[config.mk]
export PLATFORM = sky130hd
export DESIGN_NAME = pipeline_hazard_unit
export DESIGN_NICKNAME = d
export VERILOG_FILES = /design/src/rtl/hazard_pkg.sv /design/src/rtl/perf_counter_bank.sv /design/src/rtl/pipeline_hazard_unit.sv
export SDC_FILE = /design/constraint.sdc
export NUM_CORES = 2
export LEC_CHECK = 0
export CAP_MARGIN = 20
export CORE_MARGIN = 8
export CORE_UTILIZATION = 30
export CTS_CLUSTER_SIZE = 8
export DETAILED_ROUTE_END_ITERATION = 16
export GPL_TIMING_DRIVEN = 0
export HOLD_SLACK_MARGIN = 0.15
export PLACE_DENSITY = 0.51
export SLEW_MARGIN = 20
export SYNTH_ARGS = -nofsm -noshare
export SYNTH_HDL_FRONTEND = slang
export SYNTH_SLANG_ARGS = --single-unit
export TNS_END_PERCENT = 10
[constraint.sdc]
create_clock -name clk -period 27.3 [get_ports clk]
set_clock_uncertainty 0.1 [all_clocks]
set_input_delay 5.46 -clock clk [delete_from_list [all_inputs] [get_ports clk]]
set_output_delay 5.46 -clock clk [all_outputs]
set_load 0.02 [all_outputs]
[src/rtl/hazard_pkg.sv]
// -----------------------------------------------------------------------------
// hazard_pkg
// Shared types and event-index helpers for pipeline_hazard_unit and its
// performance counter bank.
//   pc_t           : 32-bit program counter value
//   EV_CYCLES      : counter index of the free-running cycle counter
//   ev_hold(s)     : counter index of "stage s held this cycle"
//   ev_episode(n,s): counter index of "stage s started a hold episode"
//   ev_redirect(n,s): counter index of "accepted redirect from stage s"
//   num_events(n)  : total number of counters for an n-stage pipeline
// -----------------------------------------------------------------------------
package hazard_pkg;

   typedef logic [31:0] pc_t;

   localparam int EV_CYCLES = 0;

   function automatic int num_events(input int n);
      return 3 * n + 1;
   endfunction

   function automatic int ev_hold(input int s);
      return 1 + s;
   endfunction

   function automatic int ev_episode(input int n, input int s);
      return 1 + n + s;
   endfunction

   function automatic int ev_redirect(input int n, input int s);
      return 1 + 2 * n + s;
   endfunction

endpackage

[src/rtl/perf_counter_bank.sv]
// -----------------------------------------------------------------------------
// perf_counter_bank
// Bank of NUM_EVENTS saturating counters with a registered read port.
//   clk, rst   : clock, asynchronous active-high reset
//   inc_i      : one increment request per counter
//   clear_i    : synchronous clear of every counter, wins over increments
//   sel_i      : counter select; values >= NUM_EVENTS read as 0
//   rd_data_o  : selected counter, registered (pre-increment value)
// -----------------------------------------------------------------------------
module perf_counter_bank #(
   parameter int NUM_EVENTS = 16,
   parameter int CNT_W      = 32,
   parameter int SEL_W      = $clog2(NUM_EVENTS)
) (
   input  logic                  clk,
   input  logic                  rst,
   input  logic [NUM_EVENTS-1:0] inc_i,
   input  logic                  clear_i,
   input  logic [SEL_W-1:0]      sel_i,
   output logic [CNT_W-1:0]      rd_data_o
);

   logic [CNT_W-1:0] cnt_q [NUM_EVENTS];
   logic [CNT_W-1:0] cnt_d [NUM_EVENTS];
   logic [CNT_W-1:0] rd_data_q;
   logic [CNT_W-1:0] rd_data_d;

   always_comb begin
      // NOTE: every variable gets a default at the top of the block so no
      // path through the if/else chain can leave it unassigned (no latch).
      rd_data_d = '0;
      for (int e = 0; e < NUM_EVENTS; e++) begin
         cnt_d[e] = cnt_q[e];
         if (clear_i) begin
            cnt_d[e] = '0;
         end else if (inc_i[e] && (cnt_q[e] != '1)) begin
            cnt_d[e] = cnt_q[e] + 1'b1;
         end
         // Read the current (pre-increment) value; unmatched selects stay 0.
         if (sel_i == SEL_W'(e)) begin
            rd_data_d = cnt_q[e];
         end
      end
   end

   always_ff @(posedge clk or posedge rst) begin
      if (rst) begin
         // NOTE: the counters are architectural state read by software, so
         // every entry is reset rather than left as an uninitialised array.
         for (int e = 0; e < NUM_EVENTS; e++) begin
            cnt_q[e] <= '0;
         end
         rd_data_q <= '0;
      end else begin
         // NOTE: sequential state uses non-blocking assignments so all flops
         // sample their _d values from before the edge.
         for (int e = 0; e < NUM_EVENTS; e++) begin
            cnt_q[e] <= cnt_d[e];
         end
         rd_data_q <= rd_data_d;
      end
   end

   assign rd_data_o = rd_data_q;

endmodule

[src/rtl/pipeline_hazard_unit.sv]
// -----------------------------------------------------------------------------
// pipeline_hazard_unit
// Resolves per-stage hold/redirect requests of an in-order pipeline into
// register stall/flush controls and a PC load, and keeps hazard counters and
// a stall watchdog.
//   clk, rst        : clock, asynchronous active-high reset
//   hold_req        : stage s cannot complete this cycle
//   redirect_req    : stage s requests a PC redirect
//   redirect_pc     : per-stage target PC, stage s at bits [32*s +: 32]
//   stall_o/flush_o : controls for PC (r=0), stage inputs, writeback (r=N)
//   load_pc_we      : accepted redirect, load load_pc_new_pc into PC
//   cnt_sel/cnt_clear/cnt_rd_data : performance counter access
//   stuck_o         : sticky flag, PC stalled TIMEOUT consecutive cycles
// -----------------------------------------------------------------------------
module pipeline_hazard_unit
   import hazard_pkg::*;
#(
   parameter int  NUM_STAGES = 5,
   parameter int  DELAY_SLOT = 1,
   parameter int  CNT_W      = 32,
   parameter int  TIMEOUT    = 1024,
   localparam int NUM_EV     = num_events(NUM_STAGES),
   localparam int SEL_W      = $clog2(NUM_EV)
) (
   input  logic                     clk,
   input  logic                     rst,
   input  logic [NUM_STAGES-1:0]    hold_req,
   input  logic [NUM_STAGES-1:0]    redirect_req,
   input  logic [NUM_STAGES*32-1:0] redirect_pc,
   output logic [NUM_STAGES:0]      stall_o,
   output logic [NUM_STAGES:0]      flush_o,
   output logic                     load_pc_we,
   output logic [31:0]              load_pc_new_pc,
   input  logic [SEL_W-1:0]         cnt_sel,
   input  logic                     cnt_clear,
   output logic [CNT_W-1:0]         cnt_rd_data,
   output logic                     stuck_o
);

   localparam int STG_W = (NUM_STAGES > 1) ? $clog2(NUM_STAGES) : 1;
   localparam int RUN_W = $clog2(TIMEOUT + 1);

   logic                  has_win;
   logic [STG_W-1:0]      win;
   logic [STG_W-1:0]      k;
   pc_t                   win_pc;
   logic [NUM_STAGES-1:0] hold_m;
   logic [NUM_STAGES:0]   stall_eff;
   logic                  stall_run;
   logic                  accept;
   logic [NUM_EV-1:0]     ev_inc;

   logic [NUM_STAGES-1:0] hold_prev_q, hold_prev_d;
   logic [RUN_W-1:0]      run_q, run_d;
   logic                  stuck_q, stuck_d;

   // Arbitration and stall/flush resolution.
   always_comb begin
      has_win = 1'b0;
      win     = '0;
      win_pc  = '0;
      // Ascending scan: the last hit is the oldest (highest-index) requester.
      for (int s = 0; s < NUM_STAGES; s++) begin
         if (redirect_req[s]) begin
            has_win = 1'b1;
            win     = STG_W'(s);
            win_pc  = redirect_pc[s*32 +: 32];
         end
      end
      k = (win > STG_W'(DELAY_SLOT)) ? win - STG_W'(DELAY_SLOT) : '0;

      // Holds younger than the surviving window are squashed anyway.
      for (int s = 0; s < NUM_STAGES; s++) begin
         hold_m[s] = hold_req[s] & (STG_W'(s) >= k);
      end

      // A hold backs up every younger (lower-index) register.
      stall_eff             = '0;
      stall_run             = 1'b0;
      for (int s = NUM_STAGES - 1; s >= 0; s--) begin
         stall_run    = stall_run | hold_m[s];
         stall_eff[s] = stall_run;
      end

      accept = has_win & ~stall_eff[k];

      stall_o = {1'b0, stall_eff[NUM_STAGES-1:0]};
      flush_o = '0;
      // The oldest holding stage emits a bubble into the next register.
      for (int s = 0; s < NUM_STAGES; s++) begin
         flush_o[s+1] = hold_m[s] & ~stall_eff[s+1];
      end
      if (accept) begin
         for (int r = 1; r <= NUM_STAGES; r++) begin
            if (STG_W'(r) <= k && r < NUM_STAGES) flush_o[r] = 1'b1;
         end
      end
      flush_o = flush_o & ~stall_o;

      load_pc_we     = accept;
      load_pc_new_pc = accept ? win_pc : '0;

      if (rst) begin
         stall_o        = '0;
         flush_o        = '1;
         load_pc_we     = 1'b0;
         load_pc_new_pc = '0;
      end
   end

   // Counter events.
   always_comb begin
      ev_inc            = '0;
      ev_inc[EV_CYCLES] = 1'b1;
      for (int s = 0; s < NUM_STAGES; s++) begin
         ev_inc[ev_hold(s)]                = hold_req[s];
         ev_inc[ev_episode(NUM_STAGES, s)] = hold_req[s] & ~hold_prev_q[s];
         ev_inc[ev_redirect(NUM_STAGES, s)] = accept & (win == STG_W'(s));
      end
   end

   // Edge-detect history and stall watchdog.
   always_comb begin
      hold_prev_d = hold_req;
      run_d       = '0;
      stuck_d     = stuck_q;
      if (cnt_clear) begin
         stuck_d = 1'b0;
      end else if (stall_o[0]) begin
         run_d = (run_q < RUN_W'(TIMEOUT)) ? run_q + RUN_W'(1) : run_q;
         // Set on the edge where the run reaches TIMEOUT.
         if (run_q >= RUN_W'(TIMEOUT - 1)) stuck_d = 1'b1;
      end
   end

   always_ff @(posedge clk or posedge rst) begin
      if (rst) begin
         hold_prev_q <= '0;
         run_q       <= '0;
         stuck_q     <= 1'b0;
      end else begin
         hold_prev_q <= hold_prev_d;
         run_q       <= run_d;
         stuck_q     <= stuck_d;
      end
   end

   assign stuck_o = stuck_q;

   perf_counter_bank #(
      .NUM_EVENTS (NUM_EV),
      .CNT_W      (CNT_W),
      .SEL_W      (SEL_W)
   ) u_counters (
      .clk       (clk),
      .rst       (rst),
      .inc_i     (ev_inc),
      .clear_i   (cnt_clear),
      .sel_i     (cnt_sel),
      .rd_data_o (cnt_rd_data)
   );

endmodule
# Yosys cells after proc, flatten, opt, wreduce, memory -nomap -nowiden
# Index checks and enable logic that the tools add are counted.
[op_classes] addsub=18 magnitude_cmp=13 n_eq_ne=36 n_mux=81 bitwise=36 reduce_logical=36
[op_table] operator="$mux 32" n=55
[op_table] operator="$add 32x1->32 const B" n=16
[op_table] operator="$ne 32x32->1 const B" n=16
[op_table] operator="$reduce_bool 2->1" n=18
[op_table] operator="$mux 11" n=3
[op_table] operator="$eq 4x4->1 const B" n=8
[op_table] operator="$and 1x1->1" n=20
[op_table] operator="$eq 4x3->1 const B" n=4
[op_table] operator="$logic_and 1x1->1" n=15
[op_table] operator="$mux 1" n=15
[op_table] operator="$add 11x1->11 const B" n=1
[op_table] operator="$ge 11x10->1 const B" n=1
[op_table] operator="$lt 11x11->1 const B" n=1
[op_table] operator="$not 1->1" n=10
[op_table] operator="$mux 3" n=3
[op_table] operator="$eq 4x2->1 const B" n=2
[op_table] operator="$and 6x6->6" n=1
[op_table] operator="$eq 3x2->1 const B" n=2
[op_table] operator="$ge 1x3->1 const A" n=2
[op_table] operator="$ge 2x3->1 const A" n=2
[op_table] operator="$le 2x3->1 const A" n=2
[op_table] operator="$mux 6" n=1
[op_table] operator="$not 5->6" n=1
[op_table] operator="$mux 5" n=1
[op_table] operator="other kinds (17)" n=20
[word_totals] reg_bits=561 output_inout_bits=78 wordCells=240

# Logic depth before layout (Yosys ltp)
[depth] word_depth=20 mapped_depth=9 ltp_nobuf=6

# Modules after synthesis
# A second synthesis with hierarchy kept.
[hier_totals] hier_cells=4123 area_unflattened_um2=35984.5
[modules_own_cells] module="perf_counter_bank" instances=1 cells_per_inst=3799 area_per_inst_um2=33539.7 seq_area_each_um2=13613.1
[modules_own_cells] module="pipeline_hazard_unit" instances=1 cells_per_inst=324 area_per_inst_um2=2444.8 seq_area_each_um2=425.4

# Least setup slack after synthesis
# Ideal clock, no wire load.
[synth_path] path_kind="input -> output" from="input rst" to="output flush_o[4]" arrival_time_ns=20.915 path_slack_ns=0.825 cell_stages=3 n_path_buf=1 path_cell_list="clkbuf_1 -> inv_1 -> o21ai_0"
[synth_between] elab_chain_cells=1
[synth_rtl] element="start, declared" line="pipeline_hazard_unit.sv:26" rtl="input logic rst,"
[synth_rtl] element="$mux 6" line="pipeline_hazard_unit.sv:103" rtl="if (rst) begin"
[synth_rtl] element="end, declared" line="pipeline_hazard_unit.sv:31" rtl="output logic [NUM_STAGES:0] flush_o,"
# No other way between the ends.

# Worst setup path in the final report
[layout_path] from="input hold_req[3]" to="output load_pc_new_pc[9]"
[layout_between] elab_chain_cells=11
[layout_rtl] element="start, declared" line="pipeline_hazard_unit.sv:27" rtl="input logic [NUM_STAGES-1:0] hold_req,"
[layout_rtl] element="$and 1x1->1 *" line="pipeline_hazard_unit.sv:74" rtl="hold_m[s] = hold_req[s] & (STG_W'(s) >= k);"
[layout_rtl] element="$or 1x1->1 *" line="pipeline_hazard_unit.sv:81" rtl="stall_run = stall_run | hold_m[s];"
[layout_rtl] element="$or 1x1->1 (3 in series)" line="pipeline_hazard_unit.sv:81"
[layout_rtl] element="$bmux 1 s3 *" line="pipeline_hazard_unit.sv:85" rtl="accept = has_win & ~stall_eff[k];"
[layout_rtl] element="$mux 1 (not written as such) *" line="pipeline_hazard_unit.sv:85"
[layout_rtl] element="$not 1->1 *" line="pipeline_hazard_unit.sv:85"
[layout_rtl] element="$and 1x1->1 *" line="pipeline_hazard_unit.sv:85"
[layout_rtl] element="$mux 32 *" line="pipeline_hazard_unit.sv:101" rtl="load_pc_new_pc = accept ? win_pc : '0;"
[layout_rtl] element="$mux 32 *" line="pipeline_hazard_unit.sv:103"
[layout_rtl] element="end, declared" line="pipeline_hazard_unit.sv:33" rtl="output logic [31:0] load_pc_new_pc,"
# Mark *: on every way between the ends. The rest lies on a longest branch, timed or not. The select of a mux whose other input is x is not followed.

==> impl_results.md <==
- Flop pwr share: 0.416
- Initial antenna violation count: 18
- CTS H-Tree Depth: 3
- Synthesized Nets: around 4400
- Worst Hold Depth: 2
- Area growth, synth to finish: 19.8%
- Antenna Violating Nets Remaining: 0
- Via count: between 30000 and 40000
- Endpoint, Worst Hold: run_q[6]
- Top area cells in the synthesized netlist: dfrtp_1 39%, a21oi_1 6.8%, or4_1 4.0%
- Io pins: roughly 260
- Worst vdd ir: between 0.00003 and 0.00004 V
- Row Count: about 130
- Final Hold Slack: 0.442 ns
- R2R depth: 6
- First-pass GRT wire length: roughly 280 mm
- Yosys top cell by area: dfrtp_1
- PortBufs: 248
- Clk pwr share: 0.464
- Syn Area/Cell: 8.50 um^2
- Synth warn: 0
- Hold_buf cts: 0
- Wire length per cell: around 32 um
- Setup violators final: 0
- Finished Cell Area: roughly 43000 um^2
- # DRC: 0
- Comb power frac: 0.120
- Mapped Cells: roughly 4200
- Largest net degree at the start of global routing: 98
- Share of cells above drive strength 1: 0.0650
- Met1 Use GR: 0.373
- Clock transition at path regs: roughly 0.050 ns
- DR pass1 iterations: 6
- # Max-Cap Violations: 0
- Final Hold Viols: 0
- Max-Slew Margin vs Limit: 0.126
- Total power: ~2 mW
- Crit Path Category: in -> out
- Post-CTS Setup Inserts: 0
- CTS tree: yes
- Flops & latches, synth: between 500 and 600
- Clock sink count: 561
- Die height: 363 um
- Post-synth EDFFs: 0
- Yosys top cell area share: 0.389
- Max Clk Rate: between 60 and 70 MHz
- Nets@finish: 4780
- Reg2reg end: u_counters.cnt_q[207]
- GRT busiest layer: met2
- CTS Buf Count: 81
- Pins over their slew limit: 0
- Crit end category: primary output
- Pwr/cell area: about 47 nW/um^2
- Least-Margin Pin Slew: about 1.3 ns
- Clock root cell: clkbuf_16
- Worst hold path class: reg -> reg
- Asr flop ratio synth: 1.00
- First DRT Iteration DRCs: 5006
- Full die area: 132000 um^2
- Met2 Usage GRT: 0.442
- RSZ-0062 raised after global routing: false
- Vias in the first global route: between 30000 and 40000
- Worst-path fanout max: 10
- Status: finished, final reports clean
- Internal Power: ~1.4 mW
- GRT overflow: 0
- Final GP Congestion: ~1.0
- Commonest non-fill, non-tap cell in the layout: dfrtp_1
- Post-synth cell types: 83
- Maximum clock path buffer count: 3
- Period utilization: 0.551
- Top_reg_cell synth: dfrtp_1
- Post-CTS resize count: 0
- Crit start category: input port
- Synthesized area: 36100 um^2
- Psw: a little under 0.6 mW
- Reg2Reg Setup Slack: 23.79 ns
- Post-DP HPWL: around 150 mm
- Die X: 363 um
- Reg2reg start: u_counters.cnt_q[198]
- Most frequent cells in the layout: 561 x dfrtp_1, 493 x a21oi_1, 285 x nor2_1
- Core area: approximately 120000 um^2
- Switching Share: 0.291
- Crit path DAT: between 9 and 10 ns
- Met3 Usage GRT: 0.0723
- Area after DPL: a little over 40000 um^2
- Total GRT Usage: 0.287
- P_leak: 15.1 nW
- Starting Density: 0.301
- Post-synthesis sequential area ratio: 0.389
- Fillers: ~12000
- Fin crit period: 15.05 ns
- Crit path required time: approximately 22 ns
- Hold Crit Start: run_q[6]
- Worst-skew pair later-pin latency: ~0.7 ns
- Vias/cell: between 6 and 7
- WL final: about 200 mm
[cell usage after synthesis (76+ instances only)]
cell,instances
nand4_1,160
o21ai_0,260
o31ai_1,185
dfrtp_1,561
or4_1,191
nand2_1,277
nor2_1,285
mux2_2,76
nor3_1,77
or3_1,166
a21oi_1,493
inv_1,90
clkbuf_1,274
nand3_1,189
[logic make-up after synthesis]
logic type,count (synthesis),synth area share
XOR/XNOR,82,0.0199
other,1,0.000104
adder cells (fa/ha/maj),17,0.00590
flip-flops,561,0.389
AO/OA/AOI/OAI,1325,0.229
buffers and inverters,406,0.0428
AND/OR/NAND/NOR,1685,0.259
multiplexers,164,0.0541
[registers in the layout, indices dropped and copies added (netlist names)]
signal	count
run_q	11
hold_prev_q	5
u_counters.rd_data_o	32
u_counters.cnt_q	512
stuck_o	1
[area by class of cell]
class                           count  area, um^2  area share
Multi-Input combinational cell   3274       20600       0.476
Sequential cell                   561       14000       0.325
Timing Repair Buffer              262        2770      0.0641
Clock buffer                       92        2080      0.0481
Tap cell                         1612        2020      0.0467
Buffer                            313        1220      0.0283
Inverter                           93         357     0.00825
Clock inverter                      8         133     0.00307
Antenna cell                       12        30.0    0.000695
[how the worst max path moves through the flow]
stage	from	end	cells after the start	slack [ns]
floorplan	rst	flush_o[4]	3	0.82
global placement	rst	flush_o[4]	4	-8.22
detailed placement	hold_req[3]	load_pc_new_pc[9]	7	12.30
CTS	hold_req[3]	load_pc_new_pc[9]	7	12.31
global route	hold_req[3]	load_pc_new_pc[9]	7	12.26
finish	hold_req[3]	load_pc_new_pc[9]	7	12.25
[through the flow]
stage | utilization | setup WS (ns) | setup TNS (ns) | std cells
after floorplan | - | 0.825 | 0 | 4241
after global placement | 0.339 | -8.22 | -1323.08 | 6101
after detailed placement | 0.342 | 12.30 | 0 | 6114
after CTS | 0.361 | 12.31 | 0 | 6214
after global routing | 0.361 | 12.26 | 0 | 6219
final | 0.361 | 12.25 | 0 | 6227
[metal layers]
metal  vias to the layer above  part of all wire  wire [um]
met5                         -           0.00013         25
met4                         4             0.057      11100
met3                       402              0.10      19800
met2                      2260              0.44      86600
met1                     19700              0.40      78900
li1                      17100                 -          -
[power groups by stage]
stage	combinational, mW	sequential (mW)	clock (mW)
finish	0.244	0.848	0.947
global route	0.252	0.848	0.996
CTS	0.240	0.847	0.962
detailed placement	0.240	0.861	0
global placement	0.236	0.863	0
floorplan	0.0941	0.864	0
[critical path, stage by stage]
cell             delay, ns
clkdlybuf4s50_1       0.86
clkbuf_1              0.55
nor4_2                0.62
nand2_1               0.35
clkbuf_1              0.38
nor3_1                0.53
clkdlybuf4s50_1       0.73
Note: power is estimated with default switching activity, not from simulation.
